### src/rtl/post_proc_unit.sv
`timescale 1ns/1ps
// post_proc_unit
// Per-lane output post-processor for the systolic-array output path.
// Three pipeline stages per beat:
//   s1: bias add (PSUM_WIDTH+1 bits, cannot overflow)
//   s2: round-half-up requantisation right shift (PSUM_WIDTH+2 bits)
//   s3: activation (none / ReLU / ReLU clamp / leaky >>>3), then
//       saturation to DATA_WIDTH with a clipped-lane count
// Ports:
//   clk, rst                 clock, synchronous active-high reset
//   load_layer_info          latch act_mode/out_shift/clamp_max while idle
//   act_mode, out_shift,     layer configuration
//   clamp_max
//   bias_iv, bias_id         latch per-lane biases while idle
//   in_valid/in_ready/in_data/in_last     input beat handshake
//   out_valid/out_ready/out_data/out_last output beat handshake
//   busy                     any stage holds a beat
//   sat_count                clipped lanes since last config load (sticky max)
module post_proc_unit #(
    parameter int LANES      = 8,
    parameter int DATA_WIDTH = 8,
    parameter int PSUM_WIDTH = 2*DATA_WIDTH + $clog2(LANES),
    parameter int SHIFT_W    = 5,
    parameter int CNT_W      = 16
) (
    input  logic                        clk,
    input  logic                        rst,
    input  logic                        load_layer_info,
    input  logic [1:0]                  act_mode,
    input  logic [SHIFT_W-1:0]          out_shift,
    input  logic [DATA_WIDTH-1:0]       clamp_max,
    input  logic                        bias_iv,
    input  logic [LANES*DATA_WIDTH-1:0] bias_id,
    input  logic                        in_valid,
    output logic                        in_ready,
    input  logic [LANES*PSUM_WIDTH-1:0] in_data,
    input  logic                        in_last,
    output logic                        out_valid,
    input  logic                        out_ready,
    output logic [LANES*DATA_WIDTH-1:0] out_data,
    output logic                        out_last,
    output logic                        busy,
    output logic [CNT_W-1:0]            sat_count
);
    localparam int S1_W   = PSUM_WIDTH + 1;
    localparam int S2_W   = PSUM_WIDTH + 2;
    localparam int NSAT_W = $clog2(LANES + 1);
    localparam logic signed [S2_W-1:0] SAT_HI = S2_W'((2 ** (DATA_WIDTH - 1)) - 1);
    localparam logic signed [S2_W-1:0] SAT_LO = S2_W'(-(2 ** (DATA_WIDTH - 1)));

    logic [1:0]                   cfg_mode;
    logic [SHIFT_W-1:0]           cfg_shift;
    logic signed [DATA_WIDTH-1:0] cfg_clamp;
    logic signed [DATA_WIDTH-1:0] bias_r [LANES];

    logic s1_valid, s2_valid, s3_valid;
    logic s1_last, s2_last, s3_last;
    logic signed [S1_W-1:0] s1_data [LANES];
    logic signed [S1_W-1:0] s1_next [LANES];
    logic signed [S2_W-1:0] s2_data [LANES];
    logic signed [S2_W-1:0] s2_next [LANES];
    logic [DATA_WIDTH-1:0]  s3_data [LANES];
    logic [DATA_WIDTH-1:0]  s3_next [LANES];
    logic [NSAT_W-1:0]      s3_nsat, nsat_next;
    logic s3_ready, s2_ready;
    logic [CNT_W:0]         sat_sum;

    // A stage can take a new beat when it is empty or its beat moves on.
    assign s3_ready  = !s3_valid || out_ready;
    assign s2_ready  = !s2_valid || s3_ready;
    assign in_ready  = !s1_valid || s2_ready;
    assign busy      = s1_valid | s2_valid | s3_valid;
    assign out_valid = s3_valid;
    assign out_last  = s3_last;

    always_comb begin
        for (int l = 0; l < LANES; l++) begin
            s1_next[l] = S1_W'($signed(in_data[l*PSUM_WIDTH +: PSUM_WIDTH])) + S1_W'(bias_r[l]);
        end
    end

    logic signed [S2_W-1:0] rq_half, rq_sum;
    always_comb begin
        rq_half = '0;
        rq_sum  = '0;
        if (cfg_shift != '0) rq_half = S2_W'(1) << (cfg_shift - SHIFT_W'(1));
        for (int l = 0; l < LANES; l++) begin
            rq_sum     = S2_W'(s1_data[l]) + rq_half;
            s2_next[l] = rq_sum >>> cfg_shift;
        end
    end

    logic signed [S2_W-1:0] act_v, clamp_ext;
    always_comb begin
        act_v     = '0;
        clamp_ext = S2_W'(cfg_clamp);
        nsat_next = '0;
        for (int l = 0; l < LANES; l++) begin
            act_v = s2_data[l];
            case (cfg_mode)
                2'd1: if (act_v < 0) act_v = '0;
                2'd2: begin
                    if (act_v < 0) act_v = '0;
                    if (act_v > clamp_ext) act_v = clamp_ext;
                end
                2'd3: if (act_v < 0) act_v = act_v >>> 3;
                default: ;
            endcase
            if (act_v > SAT_HI) begin
                s3_next[l] = SAT_HI[DATA_WIDTH-1:0];
                nsat_next  = nsat_next + NSAT_W'(1);
            end else if (act_v < SAT_LO) begin
                s3_next[l] = SAT_LO[DATA_WIDTH-1:0];
                nsat_next  = nsat_next + NSAT_W'(1);
            end else begin
                s3_next[l] = act_v[DATA_WIDTH-1:0];
            end
        end
    end

    always_comb begin
        out_data = '0;
        for (int l = 0; l < LANES; l++) out_data[l*DATA_WIDTH +: DATA_WIDTH] = s3_data[l];
    end

    assign sat_sum = {1'b0, sat_count} + (CNT_W+1)'(s3_nsat);

    always_ff @(posedge clk) begin
        if (rst) begin
            cfg_mode  <= '0;
            cfg_shift <= '0;
            cfg_clamp <= '0;
            sat_count <= '0;
            s1_valid  <= 1'b0;
            s2_valid  <= 1'b0;
            s3_valid  <= 1'b0;
            s1_last   <= 1'b0;
            s2_last   <= 1'b0;
            s3_last   <= 1'b0;
            s3_nsat   <= '0;
            for (int l = 0; l < LANES; l++) begin
                bias_r[l]  <= '0;
                s1_data[l] <= '0;
                s2_data[l] <= '0;
                s3_data[l] <= '0;
            end
        end else begin
            // Loads are only taken while idle, so they never race an output transfer.
            if (load_layer_info && !busy) begin
                cfg_mode  <= act_mode;
                cfg_shift <= out_shift;
                cfg_clamp <= clamp_max;
                sat_count <= '0;
            end else if (s3_valid && out_ready) begin
                sat_count <= sat_sum[CNT_W] ? '1 : sat_sum[CNT_W-1:0];
            end
            if (bias_iv && !busy) begin
                for (int l = 0; l < LANES; l++) bias_r[l] <= bias_id[l*DATA_WIDTH +: DATA_WIDTH];
            end

            // Data registers only load with a real beat so a stalled output holds steady.
            if (s3_ready) begin
                s3_valid <= s2_valid;
                if (s2_valid) begin
                    s3_data <= s3_next;
                    s3_last <= s2_last;
                    s3_nsat <= nsat_next;
                end
            end
            if (s2_ready) begin
                s2_valid <= s1_valid;
                if (s1_valid) begin
                    s2_data <= s2_next;
                    s2_last <= s1_last;
                end
            end
            if (in_ready) begin
                s1_valid <= in_valid;
                if (in_valid) begin
                    s1_data <= s1_next;
                    s1_last <= in_last;
                end
            end
        end
    end
endmodule
### config.mk
export PLATFORM = sky130hd
export DESIGN_NAME = post_proc_unit
export DESIGN_NICKNAME = d
export VERILOG_FILES = /design/src/rtl/post_proc_unit.sv
export SDC_FILE = /design/constraint.sdc
export NUM_CORES = 2
export LEC_CHECK = 0
export CAP_MARGIN = 20
export CORE_MARGIN = 5
export CORE_UTILIZATION = 30
export CTS_BUF_LIST = sky130_fd_sc_hd__clkbuf_16
export CTS_CLUSTER_DIAMETER = 50
export DETAILED_ROUTE_END_ITERATION = 16
export GPL_TIMING_DRIVEN = 0
export SLEW_MARGIN = 15
export SYNTH_ARGS = -nofsm -noshare
export SYNTH_HDL_FRONTEND = slang
export SYNTH_SLANG_ARGS = --single-unit
### constraint.sdc
create_clock -name clk -period 14.11 [get_ports clk]
set_input_delay 2.822 -clock clk [delete_from_list [all_inputs] [get_ports clk]]
set_output_delay 2.822 -clock clk [all_outputs]
set_load 0.02 [all_outputs]
# ---- After elaboration in Yosys (flattened, before gate mapping)
# Memory sizes are Yosys's and may differ from the RTL's.
# Cells that the tools add are included.
dict set report word_totals {
  ff_bits 433
  ram_bits 64
  input_bits 238
  out_inout_bits 84
  word_cells 217
  mem_count 1
}
dict set report op_classes {
  n_addsub 25
  n_lt_le_gt_ge 32
  n_eq_ne 3
  shift 9
  mux 87
  bitwise_logic 10
  n_reduce_logical 15
}
# memory depth width rd rd_clocked_by_memory_dff write_ports line
set memory_table {}
lappend memory_table {bias_r 8 8 8 0 8 54} ;# logic signed [DATA_WIDTH-1:0] bias_r [LANES];
# cell n
set op_table {}
lappend op_table {{21-bit 2-to-1 mux} 25}
lappend op_table {{21-bit case mux with 3 select lines} 8}
lappend op_table {{8-bit 2-to-1 mux} 24}
lappend op_table {{20-bit by 21-bit adder with 21-bit output} 8}
lappend op_table {{21-bit by 8-bit greater-than comparator with 1-bit output} 8}
lappend op_table {{21-bit by 8-bit greater-than comparator with 1-bit output, second input constant} 8}
lappend op_table {{21-bit by 1-bit < comparator with 1-bit output, second input constant} 8}
lappend op_table {{21-bit by 8-bit < comparator with 1-bit output, second input constant} 8}
lappend op_table {{21-bit by 5-bit >>> shifter with 21-bit output} 8}
lappend op_table {{19-bit by 8-bit adder with 20-bit output} 8}
lappend op_table {{20-bit 2-to-1 mux} 8}
lappend op_table {{4-bit 2-to-1 mux} 14}
lappend op_table {{4-bit by 1-bit adder with 4-bit output, second input constant} 7}
lappend op_table {{1-bit by 5-bit << shifter with 21-bit output, first input constant} 1}
lappend op_table {{16-bit by 4-bit adder with 17-bit output} 1}
lappend op_table {{16-bit 2-to-1 mux} 1}
lappend op_table {{1-bit OR} 10}
lappend op_table {{1-bit 2-to-1 mux} 7}
lappend op_table {{2-bit AND reduction} 3}
lappend op_table {{5-bit nonzero test} 1}
lappend op_table {{5-bit by 1-bit subtractor with 5-bit output, second input constant} 1}
lappend op_table {{2-bit == test, second input constant} 2}
lappend op_table {{1-bit logical NOT} 4}
lappend op_table {{1-bit logical AND} 3}
lappend op_table {{other kinds (3)} 5}

# ---- Longest topological paths before layout
dict set report logic_depth {
  depth_word 30
  ltp_mapped 38
}

# ---- Least setup slack after synthesis
# OpenSTA, ideal clock, no wires.
dict set report synth_path {
  path_kind {flip-flop to flip-flop}
  start {reg cfg_clamp[7]}
  end {reg s3_nsat[3]}
  setup_ns 0.074
  t_arrival_ns 10.821
  required_ns 14.036
  path_slack_ns 3.214
  path_stages_with_launch 34
  path_buffers 1
  period_less_slack_ns 10.896
  path_cell_list {dfxtp_1 > inv_1 > buf_1 > ha_1 > a21o_1 > a21o_1 > a2111oi_0 > a31oi_1 > nand2_1 > nor2_1 > o21ai_0 > a32oi_1 > a2111oi_0 > a21oi_1 > o31ai_1 > inv_1 > ha_1 > nor2b_1 > a21oi_4 > ha_1 > a211oi_1 > a211oi_1 > a221oi_1 > inv_1 > ha_1 > xnor3_1 > o22ai_1 > or2_1 > ha_1 > inv_1 > or4_1 > or3_1 > a21o_1 > a31oi_1}
}
dict set report synth_between {
  elab_chain_len 27
  elab_cells_between_ends 63
}
# item line
set synth_lines {}
lappend synth_lines {{start, declared} 53} ;# logic signed [DATA_WIDTH-1:0] cfg_clamp;
lappend synth_lines {{start signal, assigned} 152} ;# cfg_clamp <= clamp_max;
lappend synth_lines {{21-bit by 8-bit greater-than comparator with 1-bit output} 104} ;# if (act_v > clamp_ext) act_v = clamp_ext;
lappend synth_lines {{21-bit 2-to-1 mux} 104}
lappend synth_lines {{21-bit case mux with 3 select lines} 100} ;# case (cfg_mode)
lappend synth_lines {{21-bit by 8-bit < comparator with 1-bit output} 112} ;# end else if (act_v < SAT_LO) begin
lappend synth_lines {{1-bit 2-to-1 mux} 112}
lappend synth_lines {{1-bit 2-to-1 mux} 109} ;# if (act_v > SAT_HI) begin
lappend synth_lines {{4-bit by 1-bit adder with 4-bit output} {111, 114}}
lappend synth_lines {{4-bit 2-to-1 mux} 112}
lappend synth_lines {{[11 not listed]} -}
lappend synth_lines {{4-bit 2-to-1 mux} 112}
lappend synth_lines {{4-bit 2-to-1 mux} 109}
lappend synth_lines {{4-bit by 1-bit adder with 4-bit output} {111, 114}}
lappend synth_lines {{4-bit 2-to-1 mux} 112}
lappend synth_lines {{4-bit 2-to-1 mux} 109}
lappend synth_lines {{4-bit by 1-bit adder with 4-bit output} {111, 114}}
lappend synth_lines {{4-bit 2-to-1 mux} 112}
lappend synth_lines {{4-bit 2-to-1 mux *} 109}
lappend synth_lines {{end signal, assigned} 167} ;# s3_nsat <= nsat_next;
lappend synth_lines {{end, declared} 64} ;# logic [NSAT_W-1:0] s3_nsat, nsat_next;
# Every way passes the cells marked *; elsewhere a longest branch is shown, timed or not.
# A chain may end at the register's enable or synchronous reset.

# ---- Worst setup path in the final report
dict set report layout_path {
  start {reg s2_data[146] (netlist name)}
  end {reg s3_nsat[3]}
}
dict set report layout_between {
  elab_chain_len 27
  elab_cells_between_ends 29
}
# item line
set layout_lines {}
lappend layout_lines {{start, declared} 60} ;# logic signed [S2_W-1:0] s2_data [LANES];
lappend layout_lines {{start signal, assigned} 173} ;# s2_data <= s2_next;
lappend layout_lines {{21-bit by 1-bit < comparator with 1-bit output} {101, 103, 106}}
lappend layout_lines {{21-bit 2-to-1 mux} {101, 103}}
lappend layout_lines {{21-bit 2-to-1 mux} 100}
lappend layout_lines {{21-bit by 8-bit greater-than comparator with 1-bit output} 104}
lappend layout_lines {{21-bit 2-to-1 mux} 104}
lappend layout_lines {{21-bit case mux with 3 select lines *} 100}
lappend layout_lines {{21-bit by 8-bit < comparator with 1-bit output} 112}
lappend layout_lines {{4-bit 2-to-1 mux} 112}
lappend layout_lines {{[11 not listed]} -}
lappend layout_lines {{4-bit 2-to-1 mux} 112}
lappend layout_lines {{4-bit 2-to-1 mux *} 109}
lappend layout_lines {{4-bit by 1-bit adder with 4-bit output} {111, 114}}
lappend layout_lines {{4-bit 2-to-1 mux} 112}
lappend layout_lines {{4-bit 2-to-1 mux *} 109}
lappend layout_lines {{4-bit by 1-bit adder with 4-bit output} {111, 114}}
lappend layout_lines {{4-bit 2-to-1 mux} 112}
lappend layout_lines {{4-bit 2-to-1 mux *} 109}
# Every way passes the cells marked *; elsewhere a longest branch is shown, timed or not. The select of a mux whose other input is x is not followed.

==> key figures <==
Clock tree
  • CTS clock-pin slew for the worst setup and hold paths: 0.06 ns
  • Htree depth: 3
  • Setup bufs post-CTS: 0
  • Root buffer cell: clkbuf_16
  • Bufs on Longest Clock Path: 3
  • Num CTS Buffers: 87
  • Worst skew pair latency: 0.74 ns
  • TritonCTS clock tree: yes
  • Clk sinks: 497
  • Hold Buf Count CTS: 0
  • PostCTS Resize Cnt: 0

Setup path
  • WP buf/inv: 8
  • RR Startpoint: s2_data[146]
  • RR Endpoint: s3_nsat[3]
  • End of the critical path: s3_nsat[3]
  • Worst path arrival time: 11.73 ns
  • Worst Path Max Fanout: 10
  • CP startpoint: s2_data[146]
  • Crit. End Element: flip-flop
  • CP max stage cell: a2111oi_0
  • Delay-heaviest family, CP: compound AO/OA/AOI/OAI gates
  • Reg2reg setup slack: 3.03 ns
  • Critical Path Stages: 37
  • Worst Setup Start Kind: flip-flop
  • FF-to-FF path depth: 37
  • Peak per-stage delay on the critical path: 0.76 ns
  • Required time of the critical path: 14.76 ns
  • Critical path type: flip-flop to flip-flop
  • CP most frequent cell: ha_1

Hold path
  • HP Class: flip-flop to flip-flop

Yosys
  • Synthesized area: 48900 µm²
  • Post-synthesis average cell area: 7.56 µm²
  • Synth top area cells: dfxtp_1 (18%), ha_1 (13%), a21oi_1 (5.6%)
  • Top cells by count, synth: nand2_1 (722), nor2_1 (597), a21oi_1 (545)
  • Top FF cell, synth: dfxtp_1
  • Yosys top cell area share: 17.7%
  • Synthesized instance count: 6473
  • Syn Nets: 7219
  • Seq cells post-synth: 497
  • Register area share after synthesis: 21.6%
  • Unique masters post-synth: 105
  • Asr flop ratio synth: 0%
  • Most common cell in the netlist: nand2_1
  • Number of synthesized flops with an enable pin: 64
  • YS warnings: 0
  • Synth area leader: dfxtp_1

Routing
  • 1st-iter DRT viols: 5625
  • Wirelength per Cell: 30.1 µm
  • Post-DRT Antenna Nets: 0
  • Mean number of vias per cell: 5.94
  • Drt drc: 0
  • WL final: 277000 µm
  • Pre-antenna DRT Iters: 6
  • Via count: 54600

Power
  • Max IR drop VDD: 0.0981 mV
  • Pwr Density: 111 nW/µm²
  • Total power: 6.53 mW
  • Leak pwr: 24.8 nW

Die
  • Die outline height: 414 µm
  • Initial Util: 30.1%
  • Full die area: 171000 µm²
  • Total I/O pin count: 322
  • Horiz. Die Dim: 414 µm
  • Rows: 148
  • Core area: 162000 µm²

Outcome
  • Result of the run: complete, no violations

Finish
  • Layout Utilization: 36.2%
  • Layout cells sized above 1: 6.39%
  • Fillers: 17200
  • Final Cell Area: 58700 µm²
  • Post-route insts no fill: 9191
  • Nets: 7681
  • P&R area growth vs syn: 20.0%

STA
  • Slew Limit Fails: 0
  • Peak Freq: 90.3 MHz
  • Final Cycle Share: 78.5%
  • Setup-failing EPs final: 0
  • TNS Setup: 0 ns
  • Clock Skew: 0.0360 ns
  • RSZ-0062 raised after global routing: false
  • Rel. slew slack: 13.9%
  • Final Hold Viols: 0
  • Worst-Margin Slew: 1.29 ns
  • Fin crit period: 11.08 ns

Placed design
  • Placer Congestion: 1.05
  • Placement Cell Area: 55700 µm²
  • DP HPWL: 225000 µm
  • PortBufs: 321
  • Number of placed instances, taps included: 9016

GRT
  • Initial antenna violation count: 9
  • Via count of the first global-routing pass: 51400
  • First-pass GRT wire length: 385000 µm
  • Pin count of the biggest net entering global routing: 56
  • Overall routing resource usage: 31.1%
  • Grt ovf: 0

Run
  • Max cap viols: 0
## power by group
| part | switching [mW] | leakage (nW) | internal (mW) |
|---|---|---|---|
| Sequential | 0.147 | 4.24 | 1.55 |
| Clock | 0.924 | 1.47 | 1.27 |
| Combinational | 1.66 | 19.1 | 0.988 |
## layer usage
metal | track usage, % | part of all wire, %
met3 | 6.23 | 7.9
met1 | 39.7 | 42
met2 | 48.4 | 43
met5 | 0 | 0.013
met4 | 18.8 | 7.2
## worst min path at each step
stage	from	endpoint	slack [ns]	depth (start not counted)
after global placement	s1_data[83]	s1_data[83]	0.45	2
after detailed placement	s2_last	out_last	0.45	2
after CTS	s2_last	out_last	0.45	2
final	s2_last	out_last	0.45	2
after global routing	s2_last	s2_last	0.47	2
after floorplan	s1_last	s2_last	0.43	2
## final cells by class
cell class | count | area, µm² | area share, %
Timing Repair Buffer | 373 | 3860 | 6.58
Multi-Input combinational cell | 5335 | 36100 | 61.4
Antenna cell | 10 | 25.0 | 0.0426
Tap cell | 2175 | 2720 | 4.64
Inverter | 282 | 1060 | 1.80
Clock buffer | 91 | 2280 | 3.88
Clock inverter | 69 | 699 | 1.19
Sequential cell | 497 | 10600 | 18.0
Buffer | 359 | 1410 | 2.40
## tightest hold or removal path, delay by kind of cell (launching register included)
| kind | cells | cell delay (ns) |
|---|---|---|
| flops | 1 | 0.31 |
| compound gates | 1 | 0.05 |
| simple gates | 1 | 0.05 |
## kinds of logic after synthesis
family                   count (synthesis)  synth area share [%]
buffers and inverters                  641                  4.98
adder cells (fa/ha/maj)                508                  13.3
AO/OA/AOI/OAI                         2064                  27.7
XOR/XNOR                               202                  3.74
multiplexers                           288                  6.83
AND/OR/NAND/NOR                       2273                  21.9
flip-flops                             497                  21.6
## metrics by stage
step | setup slack, ns | hold slack [ns]
2_1_floorplan | 3.21 | 0.432
5_1_grt | 2.33 | 0.470
4_1_cts | 3.37 | 0.455
3_3_place_gp | -1.07 | 0.447
3_5_place_dp | 3.38 | 0.449
6_report | 3.03 | 0.453
## flip-flops by register name, summed over array words and instances, names as in the netlist
register   cells
s2_data      168
s1_data      160
bias_r        64
out_data      64
sat_count     16
cfg_clamp      8
cfg_shift      5
s3_nsat        4
cfg_mode       2
out_last       1
out_valid      1
s1_last        1
s1_valid       1
s2_last        1
s2_valid       1
## placed cells by master (no fill, tap or decap), types with 92 or more instances in the layout
| cell type | netlist | layout |
|---|---|---|
| nand2_1 | 722 | 721 |
| clkbuf_1 | 299 | 279 |
| xnor2_1 | 132 | 132 |
| nor3_1 | 181 | 170 |
| mux2i_1 | 220 | 219 |
| a21o_1 | 93 | 93 |
| and2_1 | 92 | 92 |
| dfxtp_1 | 433 | 433 |
| ha_1 | 491 | 491 |
| nand3_1 | 154 | 154 |
| a21oi_1 | 545 | 545 |
| nor2_1 | 597 | 580 |
| a211oi_1 | 160 | 158 |
| inv_1 | 275 | 282 |
| clkdlybuf4s50_1 | 0 | 321 |
| o21ai_0 | 478 | 478 |
| nor2b_1 | 201 | 200 |
Note: power is estimated with default switching activity, not from simulation.
